$ cat src/rtl/id_ex_pipe_reg_if.sv
// ID/EX stage bundle: decoded instruction and stall controls in, registered copy plus perf counters out.
// master drives the decode-side inputs; slave is the pipeline register.
interface id_ex_pipe_reg_if #(
    parameter int unsigned DATA_W     = 32,
    parameter int unsigned REG_ADDR_W = 5,
    parameter int unsigned EXE_CMD_W  = 4,
    parameter int unsigned CNT_W      = 16
);
    logic                  freeze;
    logic                  hazard_detected;
    logic                  flush;

    logic                  branchEn_in;
    logic [EXE_CMD_W-1:0]  EXE_CMD_in;
    logic [1:0]            Branch_command_in;
    logic                  Is_Imm_in;
    logic                  ST_or_BNE_in;
    logic                  WB_EN_in;
    logic                  MEM_R_EN_in;
    logic                  MEM_W_EN_in;
    logic [DATA_W-1:0]     pc_in;
    logic [DATA_W-1:0]     val1_in;
    logic [DATA_W-1:0]     val2_in;
    logic [DATA_W-1:0]     imm_in;
    logic [REG_ADDR_W-1:0] src1_in;
    logic [REG_ADDR_W-1:0] src2_in;
    logic [REG_ADDR_W-1:0] dest_in;
    logic                  valid_in;

    logic                  branchEn_out;
    logic [EXE_CMD_W-1:0]  EXE_CMD_out;
    logic [1:0]            Branch_command_out;
    logic                  Is_Imm_out;
    logic                  ST_or_BNE_out;
    logic                  WB_EN_out;
    logic                  MEM_R_EN_out;
    logic                  MEM_W_EN_out;
    logic [DATA_W-1:0]     pc_out;
    logic [DATA_W-1:0]     val1_out;
    logic [DATA_W-1:0]     val2_out;
    logic [DATA_W-1:0]     imm_out;
    logic [REG_ADDR_W-1:0] src1_out;
    logic [REG_ADDR_W-1:0] src2_out;
    logic [REG_ADDR_W-1:0] dest_out;
    logic                  valid_out;
    logic [CNT_W-1:0]      stall_cnt;
    logic [CNT_W-1:0]      flush_cnt;

    modport master (
        output freeze, hazard_detected, flush,
        output branchEn_in, EXE_CMD_in, Branch_command_in, Is_Imm_in, ST_or_BNE_in,
        output WB_EN_in, MEM_R_EN_in, MEM_W_EN_in,
        output pc_in, val1_in, val2_in, imm_in, src1_in, src2_in, dest_in, valid_in,
        input  branchEn_out, EXE_CMD_out, Branch_command_out, Is_Imm_out, ST_or_BNE_out,
        input  WB_EN_out, MEM_R_EN_out, MEM_W_EN_out,
        input  pc_out, val1_out, val2_out, imm_out, src1_out, src2_out, dest_out, valid_out,
        input  stall_cnt, flush_cnt
    );

    modport slave (
        input  freeze, hazard_detected, flush,
        input  branchEn_in, EXE_CMD_in, Branch_command_in, Is_Imm_in, ST_or_BNE_in,
        input  WB_EN_in, MEM_R_EN_in, MEM_W_EN_in,
        input  pc_in, val1_in, val2_in, imm_in, src1_in, src2_in, dest_in, valid_in,
        output branchEn_out, EXE_CMD_out, Branch_command_out, Is_Imm_out, ST_or_BNE_out,
        output WB_EN_out, MEM_R_EN_out, MEM_W_EN_out,
        output pc_out, val1_out, val2_out, imm_out, src1_out, src2_out, dest_out, valid_out,
        output stall_cnt, flush_cnt
    );
endinterface

$ cat src/rtl/id_ex_pipe_reg.sv
// ID/EX pipeline register with freeze, bubble insertion, branch squash
// and saturating stall/flush event counters.
module id_ex_pipe_reg #(
    parameter int unsigned DATA_W     = 32,
    parameter int unsigned REG_ADDR_W = 5,
    parameter int unsigned EXE_CMD_W  = 4,
    parameter int unsigned CNT_W      = 16
) (
    input logic          clk,
    input logic          rst,
    id_ex_pipe_reg_if.slave bus
);
    localparam logic [CNT_W-1:0] CNT_MAX = '1;

    logic                  branch_en_q,   branch_en_d;
    logic [EXE_CMD_W-1:0]  exe_cmd_q,     exe_cmd_d;
    logic [1:0]            br_cmd_q,      br_cmd_d;
    logic                  is_imm_q,      is_imm_d;
    logic                  st_or_bne_q,   st_or_bne_d;
    logic                  wb_en_q,       wb_en_d;
    logic                  mem_r_en_q,    mem_r_en_d;
    logic                  mem_w_en_q,    mem_w_en_d;
    logic [DATA_W-1:0]     pc_q,          pc_d;
    logic [DATA_W-1:0]     val1_q,        val1_d;
    logic [DATA_W-1:0]     val2_q,        val2_d;
    logic [DATA_W-1:0]     imm_q,         imm_d;
    logic [REG_ADDR_W-1:0] src1_q,        src1_d;
    logic [REG_ADDR_W-1:0] src2_q,        src2_d;
    logic [REG_ADDR_W-1:0] dest_q,        dest_d;
    logic                  valid_q,       valid_d;
    logic [CNT_W-1:0]      stall_cnt_q,   stall_cnt_d;
    logic [CNT_W-1:0]      flush_cnt_q,   flush_cnt_d;

    logic stall_evt;
    assign stall_evt = (bus.freeze | bus.hazard_detected) & ~bus.flush;

    // Next-state: flush > freeze > hazard bubble > normal load
    always_comb begin
        branch_en_d = branch_en_q;
        exe_cmd_d   = exe_cmd_q;
        br_cmd_d    = br_cmd_q;
        is_imm_d    = is_imm_q;
        st_or_bne_d = st_or_bne_q;
        wb_en_d     = wb_en_q;
        mem_r_en_d  = mem_r_en_q;
        mem_w_en_d  = mem_w_en_q;
        pc_d        = pc_q;
        val1_d      = val1_q;
        val2_d      = val2_q;
        imm_d       = imm_q;
        src1_d      = src1_q;
        src2_d      = src2_q;
        dest_d      = dest_q;
        valid_d     = valid_q;

        if (bus.flush) begin
            branch_en_d = 1'b0;
            exe_cmd_d   = '0;
            br_cmd_d    = '0;
            is_imm_d    = 1'b0;
            st_or_bne_d = 1'b0;
            wb_en_d     = 1'b0;
            mem_r_en_d  = 1'b0;
            mem_w_en_d  = 1'b0;
            pc_d        = '0;
            val1_d      = '0;
            val2_d      = '0;
            imm_d       = '0;
            src1_d      = '0;
            src2_d      = '0;
            dest_d      = '0;
            valid_d     = 1'b0;
        end else if (!bus.freeze) begin
            pc_d   = bus.pc_in;
            val1_d = bus.val1_in;
            val2_d = bus.val2_in;
            imm_d  = bus.imm_in;
            src1_d = bus.src1_in;
            src2_d = bus.src2_in;
            dest_d = bus.dest_in;
            if (bus.hazard_detected) begin
                // Controller leaves MEM_R_EN/branchEn set on a hazard, so clear everything here
                branch_en_d = 1'b0;
                exe_cmd_d   = '0;
                br_cmd_d    = '0;
                is_imm_d    = 1'b0;
                st_or_bne_d = 1'b0;
                wb_en_d     = 1'b0;
                mem_r_en_d  = 1'b0;
                mem_w_en_d  = 1'b0;
                valid_d     = 1'b0;
            end else begin
                // Side-effecting controls only survive on a valid slot
                branch_en_d = bus.branchEn_in & bus.valid_in;
                exe_cmd_d   = bus.EXE_CMD_in;
                br_cmd_d    = bus.Branch_command_in;
                is_imm_d    = bus.Is_Imm_in;
                st_or_bne_d = bus.ST_or_BNE_in;
                wb_en_d     = bus.WB_EN_in & bus.valid_in;
                mem_r_en_d  = bus.MEM_R_EN_in & bus.valid_in;
                mem_w_en_d  = bus.MEM_W_EN_in & bus.valid_in;
                valid_d     = bus.valid_in;
            end
        end

        stall_cnt_d = stall_cnt_q;
        flush_cnt_d = flush_cnt_q;
        if (stall_evt && (stall_cnt_q != CNT_MAX)) stall_cnt_d = stall_cnt_q + CNT_W'(1);
        if (bus.flush && (flush_cnt_q != CNT_MAX)) flush_cnt_d = flush_cnt_q + CNT_W'(1);
    end

    always_ff @(posedge clk or posedge rst) begin
        if (rst) begin
            branch_en_q <= 1'b0;
            exe_cmd_q   <= '0;
            br_cmd_q    <= '0;
            is_imm_q    <= 1'b0;
            st_or_bne_q <= 1'b0;
            wb_en_q     <= 1'b0;
            mem_r_en_q  <= 1'b0;
            mem_w_en_q  <= 1'b0;
            pc_q        <= '0;
            val1_q      <= '0;
            val2_q      <= '0;
            imm_q       <= '0;
            src1_q      <= '0;
            src2_q      <= '0;
            dest_q      <= '0;
            valid_q     <= 1'b0;
            stall_cnt_q <= '0;
            flush_cnt_q <= '0;
        end else begin
            branch_en_q <= branch_en_d;
            exe_cmd_q   <= exe_cmd_d;
            br_cmd_q    <= br_cmd_d;
            is_imm_q    <= is_imm_d;
            st_or_bne_q <= st_or_bne_d;
            wb_en_q     <= wb_en_d;
            mem_r_en_q  <= mem_r_en_d;
            mem_w_en_q  <= mem_w_en_d;
            pc_q        <= pc_d;
            val1_q      <= val1_d;
            val2_q      <= val2_d;
            imm_q       <= imm_d;
            src1_q      <= src1_d;
            src2_q      <= src2_d;
            dest_q      <= dest_d;
            valid_q     <= valid_d;
            stall_cnt_q <= stall_cnt_d;
            flush_cnt_q <= flush_cnt_d;
        end
    end

    assign bus.branchEn_out       = branch_en_q;
    assign bus.EXE_CMD_out        = exe_cmd_q;
    assign bus.Branch_command_out = br_cmd_q;
    assign bus.Is_Imm_out         = is_imm_q;
    assign bus.ST_or_BNE_out      = st_or_bne_q;
    assign bus.WB_EN_out          = wb_en_q;
    assign bus.MEM_R_EN_out       = mem_r_en_q;
    assign bus.MEM_W_EN_out       = mem_w_en_q;
    assign bus.pc_out             = pc_q;
    assign bus.val1_out           = val1_q;
    assign bus.val2_out           = val2_q;
    assign bus.imm_out            = imm_q;
    assign bus.src1_out           = src1_q;
    assign bus.src2_out           = src2_q;
    assign bus.dest_out           = dest_q;
    assign bus.valid_out          = valid_q;
    assign bus.stall_cnt          = stall_cnt_q;
    assign bus.flush_cnt          = flush_cnt_q;
endmodule

$ cat src/flat_wrapper.sv
// flat-port wrapper written by rule: the top's interface ports become plain ports
module id_ex_pipe_reg_flat 
#(
    parameter int unsigned DATA_W     = 32,
    parameter int unsigned REG_ADDR_W = 5,
    parameter int unsigned EXE_CMD_W  = 4,
    parameter int unsigned CNT_W      = 16
)
  (clk, rst, bus_freeze, bus_hazard_detected, bus_flush, bus_branchEn_in, bus_EXE_CMD_in, bus_Branch_command_in, bus_Is_Imm_in, bus_ST_or_BNE_in, bus_WB_EN_in, bus_MEM_R_EN_in, bus_MEM_W_EN_in, bus_pc_in, bus_val1_in, bus_val2_in, bus_imm_in, bus_src1_in, bus_src2_in, bus_dest_in, bus_valid_in, bus_branchEn_out, bus_EXE_CMD_out, bus_Branch_command_out, bus_Is_Imm_out, bus_ST_or_BNE_out, bus_WB_EN_out, bus_MEM_R_EN_out, bus_MEM_W_EN_out, bus_pc_out, bus_val1_out, bus_val2_out, bus_imm_out, bus_src1_out, bus_src2_out, bus_dest_out, bus_valid_out, bus_stall_cnt, bus_flush_cnt);
  id_ex_pipe_reg_if #(.DATA_W(DATA_W), .REG_ADDR_W(REG_ADDR_W), .EXE_CMD_W(EXE_CMD_W), .CNT_W(CNT_W)) bus_i ();
  input logic clk;
  input logic rst;
  input wire logic [$bits(bus_i.freeze)-1:0] bus_freeze;
  input wire logic [$bits(bus_i.hazard_detected)-1:0] bus_hazard_detected;
  input wire logic [$bits(bus_i.flush)-1:0] bus_flush;
  input wire logic [$bits(bus_i.branchEn_in)-1:0] bus_branchEn_in;
  input wire logic [$bits(bus_i.EXE_CMD_in)-1:0] bus_EXE_CMD_in;
  input wire logic [$bits(bus_i.Branch_command_in)-1:0] bus_Branch_command_in;
  input wire logic [$bits(bus_i.Is_Imm_in)-1:0] bus_Is_Imm_in;
  input wire logic [$bits(bus_i.ST_or_BNE_in)-1:0] bus_ST_or_BNE_in;
  input wire logic [$bits(bus_i.WB_EN_in)-1:0] bus_WB_EN_in;
  input wire logic [$bits(bus_i.MEM_R_EN_in)-1:0] bus_MEM_R_EN_in;
  input wire logic [$bits(bus_i.MEM_W_EN_in)-1:0] bus_MEM_W_EN_in;
  input wire logic [$bits(bus_i.pc_in)-1:0] bus_pc_in;
  input wire logic [$bits(bus_i.val1_in)-1:0] bus_val1_in;
  input wire logic [$bits(bus_i.val2_in)-1:0] bus_val2_in;
  input wire logic [$bits(bus_i.imm_in)-1:0] bus_imm_in;
  input wire logic [$bits(bus_i.src1_in)-1:0] bus_src1_in;
  input wire logic [$bits(bus_i.src2_in)-1:0] bus_src2_in;
  input wire logic [$bits(bus_i.dest_in)-1:0] bus_dest_in;
  input wire logic [$bits(bus_i.valid_in)-1:0] bus_valid_in;
  output wire logic [$bits(bus_i.branchEn_out)-1:0] bus_branchEn_out;
  output wire logic [$bits(bus_i.EXE_CMD_out)-1:0] bus_EXE_CMD_out;
  output wire logic [$bits(bus_i.Branch_command_out)-1:0] bus_Branch_command_out;
  output wire logic [$bits(bus_i.Is_Imm_out)-1:0] bus_Is_Imm_out;
  output wire logic [$bits(bus_i.ST_or_BNE_out)-1:0] bus_ST_or_BNE_out;
  output wire logic [$bits(bus_i.WB_EN_out)-1:0] bus_WB_EN_out;
  output wire logic [$bits(bus_i.MEM_R_EN_out)-1:0] bus_MEM_R_EN_out;
  output wire logic [$bits(bus_i.MEM_W_EN_out)-1:0] bus_MEM_W_EN_out;
  output wire logic [$bits(bus_i.pc_out)-1:0] bus_pc_out;
  output wire logic [$bits(bus_i.val1_out)-1:0] bus_val1_out;
  output wire logic [$bits(bus_i.val2_out)-1:0] bus_val2_out;
  output wire logic [$bits(bus_i.imm_out)-1:0] bus_imm_out;
  output wire logic [$bits(bus_i.src1_out)-1:0] bus_src1_out;
  output wire logic [$bits(bus_i.src2_out)-1:0] bus_src2_out;
  output wire logic [$bits(bus_i.dest_out)-1:0] bus_dest_out;
  output wire logic [$bits(bus_i.valid_out)-1:0] bus_valid_out;
  output wire logic [$bits(bus_i.stall_cnt)-1:0] bus_stall_cnt;
  output wire logic [$bits(bus_i.flush_cnt)-1:0] bus_flush_cnt;
  assign bus_i.freeze = bus_freeze;
  assign bus_i.hazard_detected = bus_hazard_detected;
  assign bus_i.flush = bus_flush;
  assign bus_i.branchEn_in = bus_branchEn_in;
  assign bus_i.EXE_CMD_in = bus_EXE_CMD_in;
  assign bus_i.Branch_command_in = bus_Branch_command_in;
  assign bus_i.Is_Imm_in = bus_Is_Imm_in;
  assign bus_i.ST_or_BNE_in = bus_ST_or_BNE_in;
  assign bus_i.WB_EN_in = bus_WB_EN_in;
  assign bus_i.MEM_R_EN_in = bus_MEM_R_EN_in;
  assign bus_i.MEM_W_EN_in = bus_MEM_W_EN_in;
  assign bus_i.pc_in = bus_pc_in;
  assign bus_i.val1_in = bus_val1_in;
  assign bus_i.val2_in = bus_val2_in;
  assign bus_i.imm_in = bus_imm_in;
  assign bus_i.src1_in = bus_src1_in;
  assign bus_i.src2_in = bus_src2_in;
  assign bus_i.dest_in = bus_dest_in;
  assign bus_i.valid_in = bus_valid_in;
  assign bus_branchEn_out = bus_i.branchEn_out;
  assign bus_EXE_CMD_out = bus_i.EXE_CMD_out;
  assign bus_Branch_command_out = bus_i.Branch_command_out;
  assign bus_Is_Imm_out = bus_i.Is_Imm_out;
  assign bus_ST_or_BNE_out = bus_i.ST_or_BNE_out;
  assign bus_WB_EN_out = bus_i.WB_EN_out;
  assign bus_MEM_R_EN_out = bus_i.MEM_R_EN_out;
  assign bus_MEM_W_EN_out = bus_i.MEM_W_EN_out;
  assign bus_pc_out = bus_i.pc_out;
  assign bus_val1_out = bus_i.val1_out;
  assign bus_val2_out = bus_i.val2_out;
  assign bus_imm_out = bus_i.imm_out;
  assign bus_src1_out = bus_i.src1_out;
  assign bus_src2_out = bus_i.src2_out;
  assign bus_dest_out = bus_i.dest_out;
  assign bus_valid_out = bus_i.valid_out;
  assign bus_stall_cnt = bus_i.stall_cnt;
  assign bus_flush_cnt = bus_i.flush_cnt;
  id_ex_pipe_reg #(.DATA_W(DATA_W), .REG_ADDR_W(REG_ADDR_W), .EXE_CMD_W(EXE_CMD_W), .CNT_W(CNT_W)) u_core (.clk(clk), .rst(rst), .bus(bus_i));
endmodule
$ cat config.mk
export PLATFORM = sky130hd
export DESIGN_NAME = id_ex_pipe_reg_flat
export DESIGN_NICKNAME = d
export VERILOG_FILES = /design/src/rtl/id_ex_pipe_reg_if.sv /design/src/rtl/id_ex_pipe_reg.sv /design/src/flat_wrapper.sv
export SDC_FILE = /design/constraint.sdc
export NUM_CORES = 1
export LEC_CHECK = 0
export ABC_AREA = 1
export ABC_CLOCK_PERIOD_IN_PS = 5280
export CORE_MARGIN = 3
export CORE_UTILIZATION = 39
export DETAILED_ROUTE_END_ITERATION = 6
export PLACE_DENSITY_LB_ADDON = 0.15
export SLEW_MARGIN = 20
export SYNTH_ARGS = -nofsm -noshare
export SYNTH_HDL_FRONTEND = slang
export SYNTH_SLANG_ARGS = --single-unit
$ cat constraint.sdc
create_clock -name clk -period 5.28 [get_ports clk]
set_input_delay 0.528 -clock clk [delete_from_list [all_inputs] [get_ports clk]]
set_output_delay 0.528 -clock clk [all_outputs]
set_load 0.1 [all_outputs]
==> results.md, run 1 <==
* Outcome: finished, final reports clean
* Post-synthesis async set-or-reset flop share at 1.00
* Post-DP Area at around 12,000 sq um
* Worst slack at placement at 2.67 ns
* Max incr delay on CP at between 1 and 1.5 ns
* Max-cap violations at 0
* Total negative slack at 0 ns
* Most used routing layer: met2
* Router iterations before antenna repair at 5
* Initial Utilization at 0.402
* Setup ws final at about 2.7 ns
* GR Util met3 at 0.0781
* Max Clock Freq at between 300 and 400 MHz
* Final std cells w/o fill at between 1.5k and 2k
* Final core occ at 0.607
* Critical path arrival at 2.09 ns
* Finished Cell Area at about 12,000 sq um
* Final HPWL DP at between 15 and 20 mm
* Hold Worst Slack at about 0.49 ns
* DR vias at 7,717
* First-pass GRT wire length at slightly above 40 mm
* Yosys warning count at 0
* Largest net degree at the start of global routing at ~190
* DR DRC count at 0
* Worst R2R Setup Slack at roughly 3.6 ns
* Worst IR Drop VDD at between 0.00015 and 0.0002 V
* RSZ-0062 raised after global routing: no
* Met1 global-route usage at 0.271
* CP max-delay cell: clkdlybuf4s50_1
* Finish-stage setup viols at 0
* Worst endpoint required time at about 4.8 ns
* Final GP Congestion at 0.824
* Yosys reg bits at 188
* H-tree depth at 4
* Worst-Margin Slew at ~1.1 ns
* Chip height at ~150 um
* Buf/Inv on CP at 1
* Max FO, Critical Path at 7
* Core area at a little over 20,000 sq um
* Critical path class: register to output pin
* Post-Syn Area at between 8000 and 9000 sq um
* Num CTS Buffers at 17
* Final Cycle Share at 0.497
* Crit path cell chain: clkdlybuf4s50_1
* Initial antenna violation count at 1
* P_leak at 5.65 nW
* EDFF count, synth at 0
* Post-synthesis sequential area ratio at 0.571
* Delay-heaviest family, CP: buffers and inverters
* GRT Overall Usage at 0.226
* CTS tree: yes
* Power, Total at ~4.2 mW
* Syn nets at 1,134
* Die Wd at 151 um
* Syn Inst Count at just under 1k
* Distinct cells, synth at 26
* Final Critical Period at 2.62 ns
* Clock sink count at around 190
* Hold Path Class: input pin to register
* Post-CTS Hold Fix Bufs at 0
* Clock Latency Late Sink at about 0.42 ns
* Met2 Use GR at 0.377
* Max-slew violations at 0
* Hold Fails Final Rpt at 0
* Gr ovfl total at 0
* Post-CTS resize count at 0
* Total routed wirelength at around 26 mm
* Clock skew at about 0.0052 ns
* Io pins at around 350
* Die area at between 20,000 and 25,000 sq um
* Post-route ant nets at 0
* Worst r2r src: u_core.bus.stall_cnt[0]
* Crit. End Element: output pin
* CTS Buffer Depth at 2
* Syn-to-layout area delta at 50.9%
* Worst r2r dst: u_core.bus.stall_cnt[8]
* Synth Flop Type: dfrtp_1
* Pwr per Cell Area at 342 nW/um^2
* Slew margin rel. at 0.268
* Vias in the first global route at approximately 7.5k
* Syn avg cell area at ~8.5 sq um
* Routed len/inst at 16.7 um
* Worst setup SP type: register
* Hold Path Depth at 3
* Setup Buffers After CTS at 0
* FP Rows at 52
* WHS Endpoint: u_core.bus.flush_cnt[4]
* Layout cell share with drive strength beyond 1 at 0.0517
* Root Buffer: clkbuf_16
* Min-delay src: bus_flush
* Net count reported at finish at roughly 1.4k
* CTS clock-pin slew for the worst setup and hold paths at 0.07 ns
* R2R cell count at 9
* Dpl cells at about 1.5k
* Vias per cell at a little under 5
* IO buf count at 348
* DR iter-0 viols at around 370
## cells by family (layout without fill, tap and decap cells)
family	Yosys count	after routing	synth area share
xor+xnor	9	9	0.00957
compound gates	87	87	0.0539
flops	188	188	0.571
simple gates	595	595	0.314
buf+inv	90	414	0.0489
other cells	0	1	0
fa+ha+maj	2	2	0.00304
## cell usage in the layout, fill, tap and decap left out, types with 7 or more instances in the layout
cell and instances:
inv_1 17, nand3_1 180, nand4_1 10, clkdlybuf4s50_1 346
nand2_1 346, clkbuf_16 17, a21oi_1 69, o21ai_1 12
nor2_1 31, dfrtp_1 188, inv_2 7, nand3b_1 8
## Yosys cell counts (6+ instances only)
| master | instances | area, sq um |
|---|---|---|
| a21oi_1 | 69 | 345 |
| buf_2 | 40 | 200 |
| clkbuf_1 | 20 | 75.1 |
| dfrtp_1 | 188 | 4700 |
| inv_1 | 18 | 67.6 |
| inv_2 | 9 | 33.8 |
| nand2_1 | 346 | 1300 |
| nand2_2 | 6 | 37.5 |
| nand3_1 | 180 | 901 |
| nand3b_1 | 8 | 60.1 |
| nand4_1 | 10 | 62.6 |
| nor2_1 | 31 | 116 |
| o21ai_1 | 12 | 60.1 |
## layer usage
metal | up-vias | share of wire | wire length, um
li1 | 3787 | - | -
met1 | 3665 | 0.40 | 10400
met2 | 223 | 0.50 | 13000
met3 | 42 | 0.076 | 1990
met4 | 0 | 0.030 | 794
met5 | - | 0 | 0
## where the power goes
group          switching [mW]  internal, mW  leakage, nW
clock network           0.609         0.685        0.292
registers              0.0929          1.54         2.51
logic                   0.983         0.342         2.84
## registers in the layout (all words and copies together), names as in the netlist, 4 cells and up
signal,cells
u_core.bus.imm_out,32
u_core.bus.pc_out,32
u_core.bus.val1_out,32
u_core.bus.val2_out,32
u_core.bus.flush_cnt,16
u_core.bus.stall_cnt,16
u_core.bus.dest_out,5
u_core.bus.src1_out,5
u_core.bus.src2_out,5
u_core.bus.EXE_CMD_out,4
## worst max-delay path by stage
stage	startpoint	to	slack (ns)	cells after the start
6_report	u_core.bus.flush_cnt[0]	bus_flush_cnt[0]	2.66	1
2_1_floorplan	rst	u_core.bus.Branch_command_out[0]	2.33	1
3_5_place_dp	bus_freeze	u_core.bus.imm_out[29]	2.67	5
3_3_place_gp	bus_freeze	u_core.bus.pc_out[10]	2.70	5
5_1_grt	u_core.bus.stall_cnt[2]	bus_stall_cnt[2]	2.59	1
4_1_cts	u_core.bus.flush_cnt[0]	bus_flush_cnt[0]	2.63	1
## area by class of cell
class / instances / area, sq um
fill: 1907 / 8060
sequential: 188 / 4700
timing repair buffer: 355 / 3560
multi-input combinational: 693 / 3130
clock buffer: 18 / 439
tap: 270 / 338
clock inverter: 14 / 148
inverter: 27 / 110
antenna: 1 / 2.50
## worst min-delay path, cell delays in order
cell	delay, ns
buf_2	0.17
nand4_1	0.11
nand2_1	0.05
No activity file was read; power rests on OpenSTA's default activity.
==> run 2: changes to the inputs <==
--- a/config.mk
+++ b/config.mk
@@ -6,9 +6,9 @@
 export NUM_CORES = 1
 export LEC_CHECK = 0
 export ABC_AREA = 1
-export ABC_CLOCK_PERIOD_IN_PS = 5280
+export ABC_CLOCK_PERIOD_IN_PS = 2600
 export CORE_MARGIN = 3
-export CORE_UTILIZATION = 39
+export CORE_UTILIZATION = 40
 export DETAILED_ROUTE_END_ITERATION = 6
 export PLACE_DENSITY_LB_ADDON = 0.15
 export SLEW_MARGIN = 20
==> constraint.sdc (replaced) <==
create_clock -name clk -period 2.6 [get_ports clk]
set_input_delay 0.26 -clock clk [delete_from_list [all_inputs] [get_ports clk]]
set_output_delay 0.26 -clock clk [all_outputs]
set_load 0.1 [all_outputs]
==> results.md, run 2 (synthesis gave the netlist of run 1 again) <==
* CTS Buffer Depth at 2 (unchanged)
* GRT Overall Usage at 0.226 (+0.000364)
* Final Cycle Share at 0.642
* Power, Total at 8.49 mW (+100%)
* Clock Latency Late Sink at 0.42 ns (about the same)
* Crit. End Element: register
* Chip height at 150 um (-1.2%)
* Finish-stage setup viols at 0 (unchanged)
* Pwr per Cell Area at 706 nW/um^2 (+110%)
* Max FO, Critical Path at 14 (+7)
* Psw at 3.41 mW (+100%)
* Critical path class: register to register
* Register area at 4700 sq um (unchanged)
* Number of fill cells at 1,767 (-7.3%)
* Sw frac at 0.402 (+0.00534)
* Final Critical Period at between 1.5 and 2 ns
* Dpl cells at 1,531 (-0.065%)
* Root Buffer: clkbuf_16
* Hold Worst Slack at 0.256 ns (-0.233 ns)
* Initial Utilization at 0.415 (+0.0132)
* Multi-input gate area at 3130 sq um (unchanged)
* RSZ-0062 raised after global routing: no
* Commonest non-fill, non-tap cells in the layout: 346 x nand2_1, 192 x buf_4, 188 x dfrtp_1, 180 x nand3_1, 158 x clkdlybuf4s50_1
* Core area at 19,800 sq um (-3.2%)
* Max-cap violations at 0 (unchanged)
* Die area at 22,400 sq um (-2.4%)
* Net count reported at finish at 1,448 (+0.21%)
* CTS tree: yes
* Io pins at 349 (unchanged)
* Worst IR Drop VDD at 0.000466 V (+140%)
* Worst R2R Setup Slack at 0.93 ns (-2.62 ns)
* Vias per cell at 4.93 (about the same)
* Router iterations before antenna repair at 5 (unchanged)
* Largest net degree at the start of global routing at 108 (-43%)
* Total negative slack at 0 ns (unchanged)
* P_leak at 5.99 nW (+6.1%)
* Worst setup SP type: register
* Total routed wirelength at 25.5 mm (-2.3%)
* Hold Fails Final Rpt at 0 (unchanged)
* Outcome: finished, final reports clean
* Num CTS Buffers at 17 (unchanged)
* DR vias at 7,710 (-0.091%)
* Final std cells w/o fill at 1,564 (-0.13%)
* Max-slew violations at 0 (unchanged)
* Final HPWL DP at 18.1 mm (+0.31%)
* Routed len/inst at 16.3 um (-2.2%)
* Post-CTS Hold Fix Bufs at 0 (unchanged)
* Internal at 5.07 mW (+98%)
* IO buf count at 348 (unchanged)
* CTS clock-pin slew for the worst setup and hold paths at 0.08 ns (about the same)
* Worst-Margin Slew at 0.621 ns (-0.474 ns)
* DR iter-0 viols at 417 (+13%)
* Crit path cell chain: ha_1 -> nand3_2 -> inv_2 -> nand2_2 -> nor2_4 -> nor2_4 -> inv_2 -> nand2_1 -> nand2_1
* Setup Buffers After CTS at 0 (unchanged)
* CP max-delay cell: dfrtp_1
* Max incr delay on CP at 0.43 ns (-0.76 ns)
* Critical path arrival at 1.98 ns (-0.11 ns)
* DR DRC count at 0 (unchanged)
* Hold Path Class: input pin to register
* Worst endpoint required time at 2.91 ns (-1.84 ns)
* Syn-to-layout area delta at 45.9%
* Post-route ant nets at 0 (unchanged)
* Clock sink count at 188 (unchanged)
* Post-CTS resize count at 0 (unchanged)
* Gr ovfl total at 0 (unchanged)
* FP Rows at 51 (-1.9%)
* Clock skew at 0.00832 ns (+0.00307 ns)
* First-pass GRT wire length at 40.1 mm (-0.85%)
* Gate power share at 0.310 (-0.002)
* Layout cell share with drive strength beyond 1 at 0.199 (+0.147)
* Vias in the first global route at 7,423 (-0.99%)
* Slew margin rel. at 0.586 (+0.318)
* Clock network fraction of total power at 0.300 (-0.005)
* H-tree depth at 4 (unchanged)
* Max Clock Freq at approximately 600 MHz
* Die Wd at 150 um (-1.2%)
* Initial antenna violation count at 1 (unchanged)
* Final GP Congestion at 0.848 (+2.8%)
* Commonest non-fill, non-tap cell in the layout: nand2_1
* Seq pwr share at 0.390 (+0.007)
[run 2: changes by cell type in the layout (fill, tap and decap cells not counted), sizes merged]
cell / before / now
buf: 9 / 200
clkbuf: 18 / 19
clkdlybuf4s50: 346 / 158
clkinv: 4 / 2
clkinvlp: 1 / 3
bufinv: 1 / 0
[run 2: final cells by class]
class                   count  area share
flip-flops and latches    188       0.391
repair buffers            358       0.264
multi-input cells         693       0.260
clock buffers              19      0.0377
well taps                 265      0.0276
clock inverters            13      0.0101
inverters                  27     0.00916
diodes                      1    0.000208
[run 2: power groups by stage]
stage / clock (mW) / combinational, mW / sequential, mW
after global placement: 0 / 2.64 / 3.36
after detailed placement: 0 / 2.65 / 3.36
after floorplan: 0 / 0.462 / 4.77
after CTS: 2.61 / 2.65 / 3.31
after global routing: 2.75 / 2.76 / 3.34
final: 2.55 / 2.63 / 3.31
[run 2: per-stage QoR]
stage	utilization	cell area [sq um]	setup slack (ns)
floorplan	-	8240	-0.0805
global placement	0.577	11400	0.813
detailed placement	0.577	11400	0.789
CTS	0.606	12000	0.911
global route	0.606	12000	0.758
finish	0.606	12000	0.931
[run 2: final timing paths]
| path | from | to | depth (start not counted) |
|---|---|---|---|
| setup / recovery | u_core.bus.stall_cnt[0] | u_core.bus.stall_cnt[8] | 9 |
| hold / removal | bus_flush | u_core.bus.val2_out[9] | 2 |
| setup reg to reg | u_core.bus.stall_cnt[0] | u_core.bus.stall_cnt[8] | 9 |
| hold reg to reg | u_core.bus.src1_out[2] | u_core.bus.src1_out[2] | 2 |
| max in group asynchronous | rst | u_core.bus.val1_out[18] | 3 |
| min in group asynchronous | rst | u_core.bus.stall_cnt[15] | 3 |
[run 2: per-layer routing]
| layer | wire, um | vias up | GRT usage |
|---|---|---|---|
| li1 | - | 3800 | - |
| met1 | 10200 | 3624 | 0.282 |
| met4 | 767 | 0 | 0.0805 |
| met2 | 12600 | 240 | 0.374 |
| met5 | 0 | - | 0 |
| met3 | 1940 | 46 | 0.0700 |
[run 2: worst max-delay path: cells and delay by family, from the launching register on]
kind	cells	cell delay, ns
fa+ha+maj	1	0.25
buf+inv	2	0.21
flops	1	0.43
simple gates	6	0.68
==> run 3: changes to the inputs <==
--- a/config.mk
+++ b/config.mk
@@ -6,7 +6,7 @@
 export NUM_CORES = 1
 export LEC_CHECK = 0
 export ABC_AREA = 1
-export ABC_CLOCK_PERIOD_IN_PS = 2600
+export ABC_CLOCK_PERIOD_IN_PS = 1600
 export CORE_MARGIN = 3
 export CORE_UTILIZATION = 40
 export DETAILED_ROUTE_END_ITERATION = 6
==> constraint.sdc (replaced) <==
create_clock -name clk -period 1.6 [get_ports clk]
set_input_delay 0.16 -clock clk [delete_from_list [all_inputs] [get_ports clk]]
set_output_delay 0.16 -clock clk [all_outputs]
set_load 0.1 [all_outputs]
==> results.md, run 3 (synthesis gave the netlist of run 1 again) <==
* Vias per cell at 5.01 (+1.7%)
* DR DRC count at 0 (unchanged)
* Io pins at 349 (unchanged)
* FP Rows at 51 (unchanged)
* Worst endpoint required time at 1.93 ns (-0.98 ns)
* DR vias at 7,957 (+3.2%)
* Commonest non-fill, non-tap cell in the layout: nand2_1
* Final core occ at 0.735 (+0.129)
* Initial antenna violation count at 1 (unchanged)
* Max-slew violations at 0 (unchanged)
* Router iterations before antenna repair at 4 (-1)
* Max FO, Critical Path at 5 (-9)
* Worst-Margin Slew at 0.522 ns (-0.0989 ns)
* Num CTS Buffers at 17 (unchanged)
* Setup ws final at 0.0866 ns (-0.844 ns)
* Clock skew at 0.0108 ns (+0.00252 ns)
* CTS tree: yes
* P_leak at 6.73 nW (+12%)
* Dpl cells at 1,552 (+1.4%)
* Max-cap violations at 0 (unchanged)
* Worst slack at placement at 0.0521 ns (-0.737 ns)
* Pwr per Cell Area at 1020 nW/um^2 (+44%)
* Layout cell share with drive strength beyond 1 at 0.215 (+0.0162)
* First-pass GRT wire length at 43.4 mm (+8.1%)
* CTS Buffer Depth at 2 (unchanged)
* Clock sink count at 188 (unchanged)
* Met2 Use GR at 0.417 (+0.0434)
* Total routed wirelength at 27.6 mm (+8.0%)
* Root Buffer: clkbuf_16
* Clock Latency Late Sink at 0.43 ns (about the same)
* Outcome: finished, final reports clean
* Post-route ant nets at 0 (unchanged)
* Worst setup SP type: register
* Final Critical Period at 1.51 ns (-0.156 ns)
* Register area at 4710 sq um (about the same)
* Met1 global-route usage at 0.284 (+0.00200)
* DR iter-0 viols at 433 (+3.8%)
* Multi-input gate area at 3150 sq um (+0.48%)
* Slew margin rel. at 0.652 (+0.0659)
* Hold Fails Final Rpt at 0 (unchanged)
* IO buf count at 348 (unchanged)
* Final HPWL DP at 20.4 mm (+12%)
* RSZ-0062 raised after global routing: yes
* Final GP Congestion at 0.883 (+4.1%)
* Initial Utilization at 0.415 (unchanged)
* Number of fill cells at 1,389 (-21%)
* Die Wd at 150 um (unchanged)
* Commonest non-fill, non-tap cells in the layout: 346 x nand2_1, 198 x buf_12, 185 x dfrtp_1, 180 x nand3_1, 158 x clkdlybuf4s50_1
* Finish-stage setup viols at 0 (unchanged)
* GRT Overall Usage at 0.248 (+0.0213)
* Most used routing layer: met2
* Max Clock Freq at 661 MHz (+10%)
* Largest net degree at the start of global routing at 93 (-14%)
* Syn-to-layout area delta at 77.1%
* CTS clock-pin slew for the worst setup and hold paths at 0.08 ns (about the same)
* Routed len/inst at 17.4 um (+6.4%)
* Final Cycle Share at 0.946 (+0.304)
* Hold Path Class: input pin to register
* GR Util met3 at 0.0945 (+0.0245)
* Post-CTS Hold Fix Bufs at 0 (unchanged)
* Final std cells w/o fill at 1,587 (+1.5%)
* Hold Path Depth at 3 (+1)
* Gr ovfl total at 0 (unchanged)
* Chip height at 150 um (unchanged)
* Die area at 22,400 sq um (unchanged)
* Core area at 19,800 sq um (unchanged)
* Critical path arrival at 1.84 ns (-0.14 ns)
* H-tree depth at 4 (unchanged)
* R2R cell count at 7 (-2)
* Critical path class: register to register
* Hold Worst Slack at 0.0743 ns (-0.181 ns)
* Worst IR Drop VDD at 0.000794 V (+71%)
* Vias in the first global route at 8,029 (+8.2%)
* Crit. End Element: register
* Net count reported at finish at 1,471 (+1.6%)
* Power, Total at 14.9 mW (+75%)
==> run 3: final timing paths <==
path,startpoint,end,slack (ns)
hold reg to reg,u_core.bus.pc_out[21],u_core.bus.pc_out[21],0.57
max in group asynchronous,rst,u_core.bus.pc_out[11],0.95
setup / recovery,u_core.bus.stall_cnt[6],u_core.bus.stall_cnt[9],0.09
min in group asynchronous,rst,u_core.bus.flush_cnt[10],0.21
hold / removal,bus_freeze,u_core.bus.pc_out[18],0.07
setup reg to reg,u_core.bus.stall_cnt[6],u_core.bus.stall_cnt[9],0.09
==> run 3: repair_timing <==
item                                    in CTS  in global routing
setup buffers                                0                  2
gates resized for setup                      0                  9
endpoints found under the setup margin       0                 16
==> run 3: area by class of cell <==
cell class | instances | area share
Tap cell | 265 | 0.0227
Timing Repair Buffer | 381 | 0.393
Clock buffer | 20 | 0.0306
Multi-Input combinational cell | 693 | 0.216
Clock inverter | 12 | 0.00729
Antenna cell | 1 | 0.000172
Sequential cell | 188 | 0.323
Inverter | 27 | 0.00772
==> run 3: through the flow <==
step | TNS [ns] | instance area (sq um)
2_1_floorplan | -200.95 | 8240
3_3_place_gp | 0 | 14000
3_5_place_dp | 0 | 14000
4_1_cts | 0 | 14500
5_1_grt | -0.0392 | 14600
6_report | 0 | 14600
==> run 3: worst max-delay path: stages (launching register included) <==
cell	delay, ns
dfrtp_1	0.49
nand2_1	0.13
nor2_1	0.20
nand2_1	0.16
nor3_1	0.23
nand2_1	0.08
nand2_1	0.06
nand2_1	0.05
==> run 3: power breakdown <==
part | switching [mW] | total (mW) | internal, mW | leakage (nW)
logic | 3.39 | 5.33 | 1.94 | 3.96
registers | 0.407 | 5.48 | 5.07 | 2.51
clock network | 1.97 | 4.05 | 2.08 | 0.267
total | 5.76 | 14.9 | 9.10 | 6.73
==> run 3: layer usage <==
metal	vias to the layer above	part of all wire	wire length, um
met5	-	0	0
li1	3839	-	-
met2	293	0.51	14100
met1	3769	0.36	9910
met3	56	0.092	2540
met4	0	0.036	1010
